--- src/rtl/alu_share_arbiter_pkg.sv ---
`default_nettype none
// +--------------------------------------------------------------------+
// | alu_share_arbiter_pkg: shared encodings for the ALU share arbiter  |
// | Rev 1.0                                                            |
// +--------------------------------------------------------------------+
package alu_share_arbiter_pkg;

  typedef enum logic [2:0] {
    ALU_ADD  = 3'd0,
    ALU_SLL  = 3'd1,
    ALU_SLT  = 3'd2,
    ALU_SLTU = 3'd3,
    ALU_XOR  = 3'd4,
    ALU_SR   = 3'd5,
    ALU_OR   = 3'd6,
    ALU_AND  = 3'd7
  } alu_op_e;

  localparam int CTL_W       = 6;
  localparam int CTL_USE_IMM = 5;
  localparam int CTL_OP_HI   = 4;
  localparam int CTL_OP_LO   = 2;
  localparam int CTL_MOD     = 1;
  localparam int CTL_NEG     = 0;

  typedef enum logic {
    PORT_EXE = 1'b0,
    PORT_BR  = 1'b1
  } owner_e;

  typedef struct packed {
    logic   valid;
    owner_e owner;
  } tag_t;

endpackage
`default_nettype wire

--- src/rtl/alu_share_arbiter_rr_arbiter2.sv ---
`default_nettype none
// +--------------------------------------------------------------------+
// | rr_arbiter2: two-way round-robin arbiter, one grant per cycle      |
// | Rev 1.0                                                            |
// +--------------------------------------------------------------------+
module rr_arbiter2 (
  input  logic       clk,
  input  logic       rst,
  input  logic [1:0] valid,
  output logic [1:0] grant
);

  // ptr names the port that wins the next tie
  logic ptr;

  always_comb begin
    grant = valid;
    if (valid == 2'b11) begin
      grant = ptr ? 2'b10 : 2'b01;
    end
  end

  always_ff @(posedge clk) begin
    if (rst) begin
      ptr <= 1'b0;
    end else if (grant[0]) begin
      ptr <= 1'b1;
    end else if (grant[1]) begin
      ptr <= 1'b0;
    end
  end

endmodule
`default_nettype wire

--- src/rtl/alu_share_arbiter.sv ---
`default_nettype none
// +--------------------------------------------------------------------+
// | alu_share_arbiter: shares one registered ALU between two ports     |
// | Rev 1.0                                                            |
// +--------------------------------------------------------------------+
module alu_share_arbiter #(
  parameter int ALU_LAT = 2,
  parameter int XLEN    = 32
) (
  input  logic            clk,
  input  logic            rst,
  input  logic            req0_valid,
  output logic            req0_ready,
  input  logic [XLEN-1:0] req0_rs1,
  input  logic [XLEN-1:0] req0_rs2,
  input  logic [XLEN-1:0] req0_imm,
  input  logic [5:0]      req0_ctl,
  input  logic            req1_valid,
  output logic            req1_ready,
  input  logic [XLEN-1:0] req1_rs1,
  input  logic [XLEN-1:0] req1_rs2,
  input  logic [XLEN-1:0] req1_imm,
  input  logic [5:0]      req1_ctl,
  input  logic            flush0,
  output logic [XLEN-1:0] alu_rs1_val,
  output logic [XLEN-1:0] alu_rs2_val,
  output logic [XLEN-1:0] alu_imm,
  output logic            alu_use_imm,
  output logic [2:0]      alu_op,
  output logic            alu_mod,
  output logic            alu_operand_2_neg,
  input  logic [XLEN-1:0] alu_res,
  output logic            resp0_valid,
  output logic            resp1_valid,
  output logic [XLEN-1:0] resp_res
);

  import alu_share_arbiter_pkg::*;

  logic [1:0]        req_valid;
  logic [1:0]        grant;
  logic              xfer;
  logic [XLEN-1:0]   iss_rs1;
  logic [XLEN-1:0]   iss_rs2;
  logic [XLEN-1:0]   iss_imm;
  logic [CTL_W-1:0]  iss_ctl;
  tag_t              tags [ALU_LAT+1];
  tag_t              tail;

  assign req_valid = {req1_valid & ~rst, req0_valid & ~flush0 & ~rst};

  rr_arbiter2 u_arb (
    .clk   (clk),
    .rst   (rst),
    .valid (req_valid),
    .grant (grant)
  );

  assign req0_ready = grant[0];
  assign req1_ready = grant[1];
  assign xfer       = |grant;

  always_ff @(posedge clk) begin
    if (rst) begin
      iss_rs1 <= '0;
      iss_rs2 <= '0;
      iss_imm <= '0;
      iss_ctl <= '0;
    end else if (xfer) begin
      iss_rs1 <= grant[1] ? req1_rs1 : req0_rs1;
      iss_rs2 <= grant[1] ? req1_rs2 : req0_rs2;
      iss_imm <= grant[1] ? req1_imm : req0_imm;
      iss_ctl <= grant[1] ? req1_ctl : req0_ctl;
    end
  end

  assign alu_rs1_val       = iss_rs1;
  assign alu_rs2_val       = iss_rs2;
  assign alu_imm           = iss_imm;
  assign alu_use_imm       = iss_ctl[CTL_USE_IMM];
  assign alu_op            = iss_ctl[CTL_OP_HI:CTL_OP_LO];
  assign alu_mod           = iss_ctl[CTL_MOD];
  assign alu_operand_2_neg = iss_ctl[CTL_NEG];

  // tags[0] doubles as the issue-valid bit; a flush kills port-0 entries as they shift
  always_ff @(posedge clk) begin
    if (rst) begin
      for (int i = 0; i <= ALU_LAT; i++) begin
        tags[i] <= '0;
      end
    end else begin
      tags[0].valid <= xfer;
      tags[0].owner <= grant[1] ? PORT_BR : PORT_EXE;
      for (int i = 1; i <= ALU_LAT; i++) begin
        tags[i].valid <= tags[i-1].valid & ~(flush0 & (tags[i-1].owner == PORT_EXE));
        tags[i].owner <= tags[i-1].owner;
      end
    end
  end

  assign tail        = tags[ALU_LAT];
  assign resp0_valid = tail.valid & (tail.owner == PORT_EXE) & ~flush0 & ~rst;
  assign resp1_valid = tail.valid & (tail.owner == PORT_BR) & ~rst;
  assign resp_res    = alu_res;

endmodule
`default_nettype wire

--- config.mk ---
export PLATFORM = sky130hd
export DESIGN_NAME = alu_share_arbiter
export DESIGN_NICKNAME = d
export VERILOG_FILES = /design/src/rtl/alu_share_arbiter_pkg.sv /design/src/rtl/alu_share_arbiter_rr_arbiter2.sv /design/src/rtl/alu_share_arbiter.sv
export SDC_FILE = /design/constraint.sdc
export NUM_CORES = 1
export LEC_CHECK = 0
export CAP_MARGIN = 40
export CORE_AREA = 5 5 143 145
export CTS_BUF_LIST = sky130_fd_sc_hd__clkbuf_4
export CTS_CLUSTER_SIZE = 14
export DETAILED_ROUTE_END_ITERATION = 8
export DIE_AREA = 0 0 148 150
export GPL_TIMING_DRIVEN = 0
export HOLD_SLACK_MARGIN = 0.05
export PLACE_DENSITY = 0.73
export SLEW_MARGIN = 20
export SYNTH_ARGS = -nofsm -noshare
export SYNTH_HDL_FRONTEND = slang
export SYNTH_HIERARCHICAL = 1
export SYNTH_SLANG_ARGS = --single-unit
--- constraint.sdc ---
create_clock -name clk -period 2.5 [get_ports clk]
set_input_delay 0.5 -clock clk [delete_from_list [all_inputs] [get_ports clk]]
set_output_delay 0.5 -clock clk [all_outputs]
set_load 0.05 [all_outputs]
==> results of run 1 <==
logic make-up (layout without fill, tap and decap cells):
logic type,after synthesis,count (layout),share of synthesized area [%]
compound gates,105,105,14.9
mux,102,102,19.3
flops,109,109,41.3
simple gates,117,117,13.7
buf+inv,80,445,10.7
worst register-to-register path, cell delays in order (launching register included):
cell                       delay [ns]
sky130_fd_sc_hd__dfxtp_1         0.46
sky130_fd_sc_hd__inv_1           0.11
sky130_fd_sc_hd__a21boi_4        0.23
sky130_fd_sc_hd__buf_4           0.26
sky130_fd_sc_hd__clkbuf_2        0.31
sky130_fd_sc_hd__nor2b_2         0.32
sky130_fd_sc_hd__a211oi_1        0.08
power groups by stage:
stage,Sequential (W),Clock (W),Combinational [W]
after floorplan,0.00242,0,0.000493
after detailed placement,0.00198,0,0.00169
after global placement,0.00198,0,0.00168
after CTS,0.00195,0.000892,0.00171
after global routing,0.00196,0.000948,0.00178
final,0.00194,0.000838,0.00170
flip-flops by register name, indices dropped and copies added, names as in the netlist:
name and count:
alu_imm 32, alu_rs1_val 32, alu_rs2_val 32, iss_ctl 6, tags 6, u_arb/ptr 1
worst max-delay path by stage:
stage	start	to	slack [ns]	depth (start not counted)
CTS	rst	req0_ready	-0.04	5
finish	rst	resp1_valid	0.05	4
global placement	rst	alu_rs2_val[6]	-1.12	8
global route	rst	resp1_valid	-0.01	4
detailed placement	rst	alu_rs2_val[6]	-1.16	8
floorplan	rst	alu_imm[25]	0.08	7
synth_stat cells, types with 3 or more instances:
| cell type | number | area, um2 |
|---|---|---|
| sky130_fd_sc_hd__a211oi_1 | 103 | 773 |
| sky130_fd_sc_hd__buf_1 | 4 | 15.0 |
| sky130_fd_sc_hd__buf_12 | 7 | 140 |
| sky130_fd_sc_hd__buf_4 | 36 | 270 |
| sky130_fd_sc_hd__clkbuf_1 | 28 | 105 |
| sky130_fd_sc_hd__dfxtp_1 | 109 | 2180 |
| sky130_fd_sc_hd__mux2i_1 | 102 | 1020 |
| sky130_fd_sc_hd__nor2_1 | 5 | 18.8 |
| sky130_fd_sc_hd__nor2b_1 | 107 | 669 |
| sky130_fd_sc_hd__nor3b_1 | 3 | 22.5 |
what timing repair did:
item | CTS | global route
resized for setup | 30 | 4
setup buffers | 0 | 3
hold buffers | 0 | 0
endpoints found under the setup margin | 84 | 5
pin swaps | 0 | 1
through the flow:
| stage | cell area (um2) | setup TNS [ns] | std cells | utilization, % |
|---|---|---|---|---|
| 3_3_place_gp | 9060 | -68.58 | 1097 | 47.5 |
| 3_5_place_dp | 9060 | -69.70 | 1097 | 47.5 |
| 5_1_grt | 9250 | -0.0114 | 1116 | 48.5 |
| 2_1_floorplan | 5300 | 0 | 513 | - |
| 6_report | 9250 | 0 | 1116 | 48.5 |
| 4_1_cts | 9210 | -0.0623 | 1113 | 48.3 |
routing by layer:
metal	up-vias	track usage, %
met5	-	0
met4	0	3.97
met3	17	6.18
met2	239	30.9
met1	2342	20.1
li1	2520	-
layout make-up:
class / instances / area [um2]
fillers: 1848 / 9830
repair buffers: 349 / 3490
multi-input cells: 324 / 2580
flip-flops and latches: 109 / 2180
plain buffers: 78 / 569
well taps: 238 / 298
clock buffers: 9 / 67.6
clock inverters: 7 / 50.0
inverters: 2 / 7.51
==> metrics.txt, run 1 <==
total gr overflow=0; total leakage power=3.22 nW; switching portion of total power=36.3%; total power of the final layout=0.00448 W; actual transition at the worst max-transition pin=0.748 ns; worst setup margin=0.0541 ns; Clk pwr share=18.7%; metal3 WL=1.79 mm; cell-by-cell listing of the critical path=clkdlybuf4s50_1 -> clkbuf_2 -> nor2_1 -> clkdlybuf4s15_1; leading cell type in the layout, fill and taps excluded=sky130_fd_sc_hd__clkdlybuf4s50_1; R2R Path End=alu_rs2_val[6]; vias=between 5000 and 6000; Total Routing Usage GR=17.4%; crit path buf inv count=3; Register-to-Register Path Depth=6; Bufs on Longest Clock Path=2; pin count of the biggest net entering global routing=19; die outline area=22200 um2; unique cell type count in the Yosys netlist=16; total half-perimeter wirelength after legalization and detailed placement=15.9 mm; global-route wire length before repair=30.0 mm; row cnt=51; worst-case hold path end point=tags[2][1]; Reg-to-Reg Start=u_arb/ptr; upper clock frequency limit=409 MHz; clock latency at the later pin of the worst-skew pair=between 0.4 and 0.5 ns; Starting Density=between 20% and 30%; slowest library cell on the worst path=sky130_fd_sc_hd__clkdlybuf4s15_1; Iteration-0 DRC Markers=133; number of instances on the worst hold path=1; first-pass detailed-route iteration total=4; final cycle utilization of the critical path=97.8%; Sinks on Clock Net=109; library cell used as clock root buffer=sky130_fd_sc_hd__clkbuf_4; number of synthesized register bits=109; Avg Inst Size Synth=10.3 um2; total CTS buffers=9; worst setup path category=in -> out; Worst Min Path Start=tags[1][1]; CTS tree=yes; I/O pin cnt=379; Crit Path Max Fanout=10; power spent charging and discharging nets=about 0.0016 W; drt total wl=approximately 21 mm; Yosys warnings=6; number of max-capacitance violations reported=0; async set-or-reset flop fraction in the synthesized netlist=0%; Startpoint Class=input pin; final count of pins violating max slew=0; post-route DRC violation count=0; post-CTS clock slew at the launch and capture registers of the worst setup and hold paths=0.16 ns; fraction of power consumed by sequential logic=43.4%; maximum vdd drop=0.000235 V; sequential fraction of the synthesis area=41.3%; number of enable-type register cells in the synthesized netlist=0; net count of the mapped netlist=754; share of final-layout standard cells stronger than drive strength 1=8.88%; most used cells in the layout excluding fill and tap cells=sky130_fd_sc_hd__clkdlybuf4s50_1 (342), sky130_fd_sc_hd__dfxtp_1 (109), sky130_fd_sc_hd__nor2b_1 (105); path category of the worst min-delay check=reg -> reg; final clock skew=0.0123 ns; headroom to the max-slew limit=between 50% and 60%; combinational cell fraction of total power=between 30 and 40%; Nets=around 1100; Int Power=0.00286 W; htree depth=3; Synth-to-Final Area Change=75.2%; power per unit of standard cell area=484 nW/um2; post-detailed-route wirelength per cell=18.4 um; area of the mapped netlist=5280 um2; final antenna diode count=0; count of nets left with antenna violations after detail routing=0; number of instances in the synthesized netlist=513; pre-CTS worst setup slack=-1.16 ns; average vias per placed instance=4.59; Routed met1 length=between 8 and 9 mm; highest metal used=met4; y dimension of the die=150 um; slowest stage delay, CP=0.54 ns; RSZ-0062 raised after global routing=yes; leading register cell type out of synthesis=sky130_fd_sc_hd__dfxtp_1; count of endpoints failing hold in the final timing report=0; met2 routed WL=roughly 10 mm; status=complete, no violations; placeable core area=19100 um2; setup violation total in the final timing report=0; reg-to-reg slack, setup=0.62 ns; min cycle time layout=~2.4 ns; capturing element type of the critical path=output port; worst hold margin=between 0.4 and 0.5 ns; final weighted congestion of routability-driven global placement=0.782; number of global-route vias before repair=between 5000 and 6000; I/O Buffers=around 350; die width=148 um; arrival time worst endpoint=between 1.5 and 2 ns; number of antenna violations at the first check in global routing=1; worst path required time=2.00 ns; Crit path max-delay family=buffers and inverters
Power figures use the tool's default switching activity.
==> run 2: changes to the inputs <==
--- a/config.mk
+++ b/config.mk
@@ -14,6 +14,7 @@
 export GPL_TIMING_DRIVEN = 0
 export HOLD_SLACK_MARGIN = 0.05
 export PLACE_DENSITY = 0.73
+export SKIP_CTS_REPAIR_TIMING = 1
 export SLEW_MARGIN = 20
 export SYNTH_ARGS = -nofsm -noshare
 export SYNTH_HDL_FRONTEND = slang
==> run 2 against run 1 <==
Effect of this change: critical path type unchanged; utilization fell by 0.24 points; register-to-register slack worse by 0.22 ns; wire length down 0.29%; clock power about the same; non-clock buffer count shrank 3; cell area is 0.49% lower; global-route usage about the same.
==> metrics.txt, run 2 (synthesis results as in run 1) <==
status=complete, no violations (unchanged); die width=148 um (unchanged); critical path launch point=req1_valid (was rst); average vias per placed instance=4.60 (was 4.59); row cnt=51 (unchanged); number of instances on the worst hold path=2 (was 1); first-pass detailed-route iteration total=4 (unchanged); Register-to-Register Path Depth=6 (unchanged); min cycle time layout=2.35 ns (was 2.45 ns); share of final-layout standard cells stronger than drive strength 1=8.23% (was 8.88%); worst setup path category=in -> out (unchanged); Startpoint Class=input pin (unchanged); drt total wl=20.5 mm (about the same); leading cell type in the layout, fill and taps excluded=sky130_fd_sc_hd__clkdlybuf4s50_1 (unchanged); final cycle utilization of the critical path=93.9% (was 97.8%); number of max-capacitance violations reported=0 (unchanged); clock latency at the later pin of the worst-skew pair=0.47 ns (was 0.48 ns); CTS tree=yes (unchanged); total half-perimeter wirelength after legalization and detailed placement=15.9 mm (unchanged); library cell used as clock root buffer=sky130_fd_sc_hd__clkbuf_4 (unchanged); post-route DRC violation count=0 (unchanged); Synth-to-Final Area Change=74.3% (was 75.2%); maximum vdd drop=0.000235 V (about the same); actual transition at the worst max-transition pin=0.744 ns (was 0.748 ns); RSZ-0062 raised after global routing=no (was yes); final count of pins violating max slew=0 (unchanged); die outline area=22200 um2 (unchanged); worst setup margin=0.151 ns (was 0.0541 ns); placeable core area=19100 um2 (unchanged); WP depth=4 (unchanged); path category of the worst min-delay check=in -> reg (was reg -> reg); post-detailed-route wirelength per cell=18.4 um (about the same); number of global-route vias before repair=5321 (was 5326); most used cells in the layout excluding fill and tap cells=sky130_fd_sc_hd__clkdlybuf4s50_1 (341), sky130_fd_sc_hd__dfxtp_1 (109), sky130_fd_sc_hd__nor2b_1 (106) (was sky130_fd_sc_hd__clkdlybuf4s50_1 (342), sky130_fd_sc_hd__dfxtp_1 (109), sky130_fd_sc_hd__nor2b_1 (105)); y dimension of the die=150 um (unchanged); global-route wire length before repair=29.9 mm (was 30.0 mm); Fillers=1849 (was 1848); final weighted congestion of routability-driven global placement=0.782 (unchanged); Sinks on Clock Net=109 (unchanged); headroom to the max-slew limit=50.4% (was 50.1%); pre-CTS worst setup slack=-1.16 ns (unchanged); count of nets left with antenna violations after detail routing=0 (unchanged); post-CTS clock slew at the launch and capture registers of the worst setup and hold paths=0.17 ns (was 0.16 ns); slowest stage delay, CP=0.46 ns (was 0.54 ns); pin count of the biggest net entering global routing=19 (unchanged); slowest library cell on the worst path=sky130_fd_sc_hd__clkdlybuf4s50_1 (was sky130_fd_sc_hd__clkdlybuf4s15_1); Total Routing Usage GR=17.4% (about the same); Starting Density=27.7% (unchanged); cell-by-cell listing of the critical path=clkdlybuf4s50_1 -> nor2b_2 -> a21boi_2 -> buf_2 (was clkdlybuf4s50_1 -> clkbuf_2 -> nor2_1 -> clkdlybuf4s15_1); total CTS buffers=9 (unchanged); Nets=1111 (was 1114); setup violation total in the final timing report=0 (unchanged); Crit path max-delay family=buffers and inverters (unchanged); worst path required time=2.00 ns (about the same); Reg-to-Reg Start=u_arb/ptr (unchanged); total leakage power=3.24 nW (was 3.22 nW); Iteration-0 DRC Markers=130 (was 133); final antenna diode count=0 (unchanged); Crit Path Max Fanout=6 (was 10); number of antenna violations at the first check in global routing=0 (was 1); htree depth=3 (unchanged); capturing element type of the critical path=output port (unchanged); total power of the final layout=0.00447 W (was 0.00448 W); I/O Buffers=346 (unchanged); Worst Min Path Start=rst (was tags[1][1]); I/O pin cnt=379 (unchanged); arrival time worst endpoint=1.85 ns (was 1.95 ns); Bufs on Longest Clock Path=2 (unchanged); count of endpoints failing hold in the final timing report=0 (unchanged); final clock skew=0.00814 ns (was 0.0123 ns); vias=5125 (was 5118); power per unit of standard cell area=486 nW/um2 (was 484 nW/um2); crit path buf inv count=2 (was 3); total gr overflow=0 (unchanged); upper clock frequency limit=426 MHz (was 409 MHz)
==> run 2: layer usage <==
metal | vias to the layer above | wire [um] | global-route usage (%)
met4 | 0 | 231 | 3.97
met1 | 2356 | 8330 | 20.2
met5 | - | 0 | 0
li1 | 2516 | - | -
met3 | 17 | 1770 | 6.18
met2 | 236 | 10100 | 30.6
==> run 2: worst paths after layout <==
check	slack [ns]	to
setup / recovery	0.15	req1_ready
hold reg to reg	0.47	tags[2][1]
hold / removal	0.32	u_arb/ptr
setup reg to reg	0.40	alu_rs2_val[6]
==> run 2: stage by stage <==
step	instance area (um2)	instances	hold slack [ns]	util, %	setup TNS [ns]
floorplan	5300	513	0.439	-	0
global route	9200	1113	0.300	48.2	0
finish	9200	1113	0.320	48.2	0
detailed placement	9060	1097	0.459	47.5	-69.70
global placement	9060	1097	0.452	47.5	-68.58
CTS	9180	1113	0.475	48.1	-14.82
==> run 2: area by class of cell <==
cell class	instances	area, um2	share of cell area (%)
Buffer	78	562	6.11
Clock buffer	9	67.6	0.734
Clock inverter	7	50.0	0.544
Inverter	2	7.51	0.0816
Multi-Input combinational cell	324	2570	27.9
Sequential cell	109	2180	23.7
Tap cell	238	298	3.24
Timing Repair Buffer	346	3470	37.7
==> run 2: where the power goes <==
group / switching, W / leakage (nW) / total [W] / internal [W]
clock: 0.000633 / 0.0583 / 0.000839 / 0.000206
combinational: 0.000918 / 2.28 / 0.00169 / 0.000769
sequential: 0.0000719 / 0.900 / 0.00194 / 0.00187
total: 0.00162 / 3.24 / 0.00447 / 0.00285
==> run 2: worst register-to-register path, delay by kind of cell (launching register included) <==
kind / cells / cell delay (ns)
compound gates: 2 / 0.37
buf+inv: 3 / 0.81
flops: 1 / 0.46
simple gates: 1 / 0.36
==> run 3: changes to the inputs <==
--- a/config.mk
+++ b/config.mk
@@ -8,6 +8,7 @@
 export CAP_MARGIN = 40
 export CORE_AREA = 5 5 143 145
 export CTS_BUF_LIST = sky130_fd_sc_hd__clkbuf_4
+export CTS_CLUSTER_DIAMETER = 80
 export CTS_CLUSTER_SIZE = 14
 export DETAILED_ROUTE_END_ITERATION = 8
 export DIE_AREA = 0 0 148 150
==> results of run 3 <==
No change in the layout: final DEF, timing and power equal those of run 2.
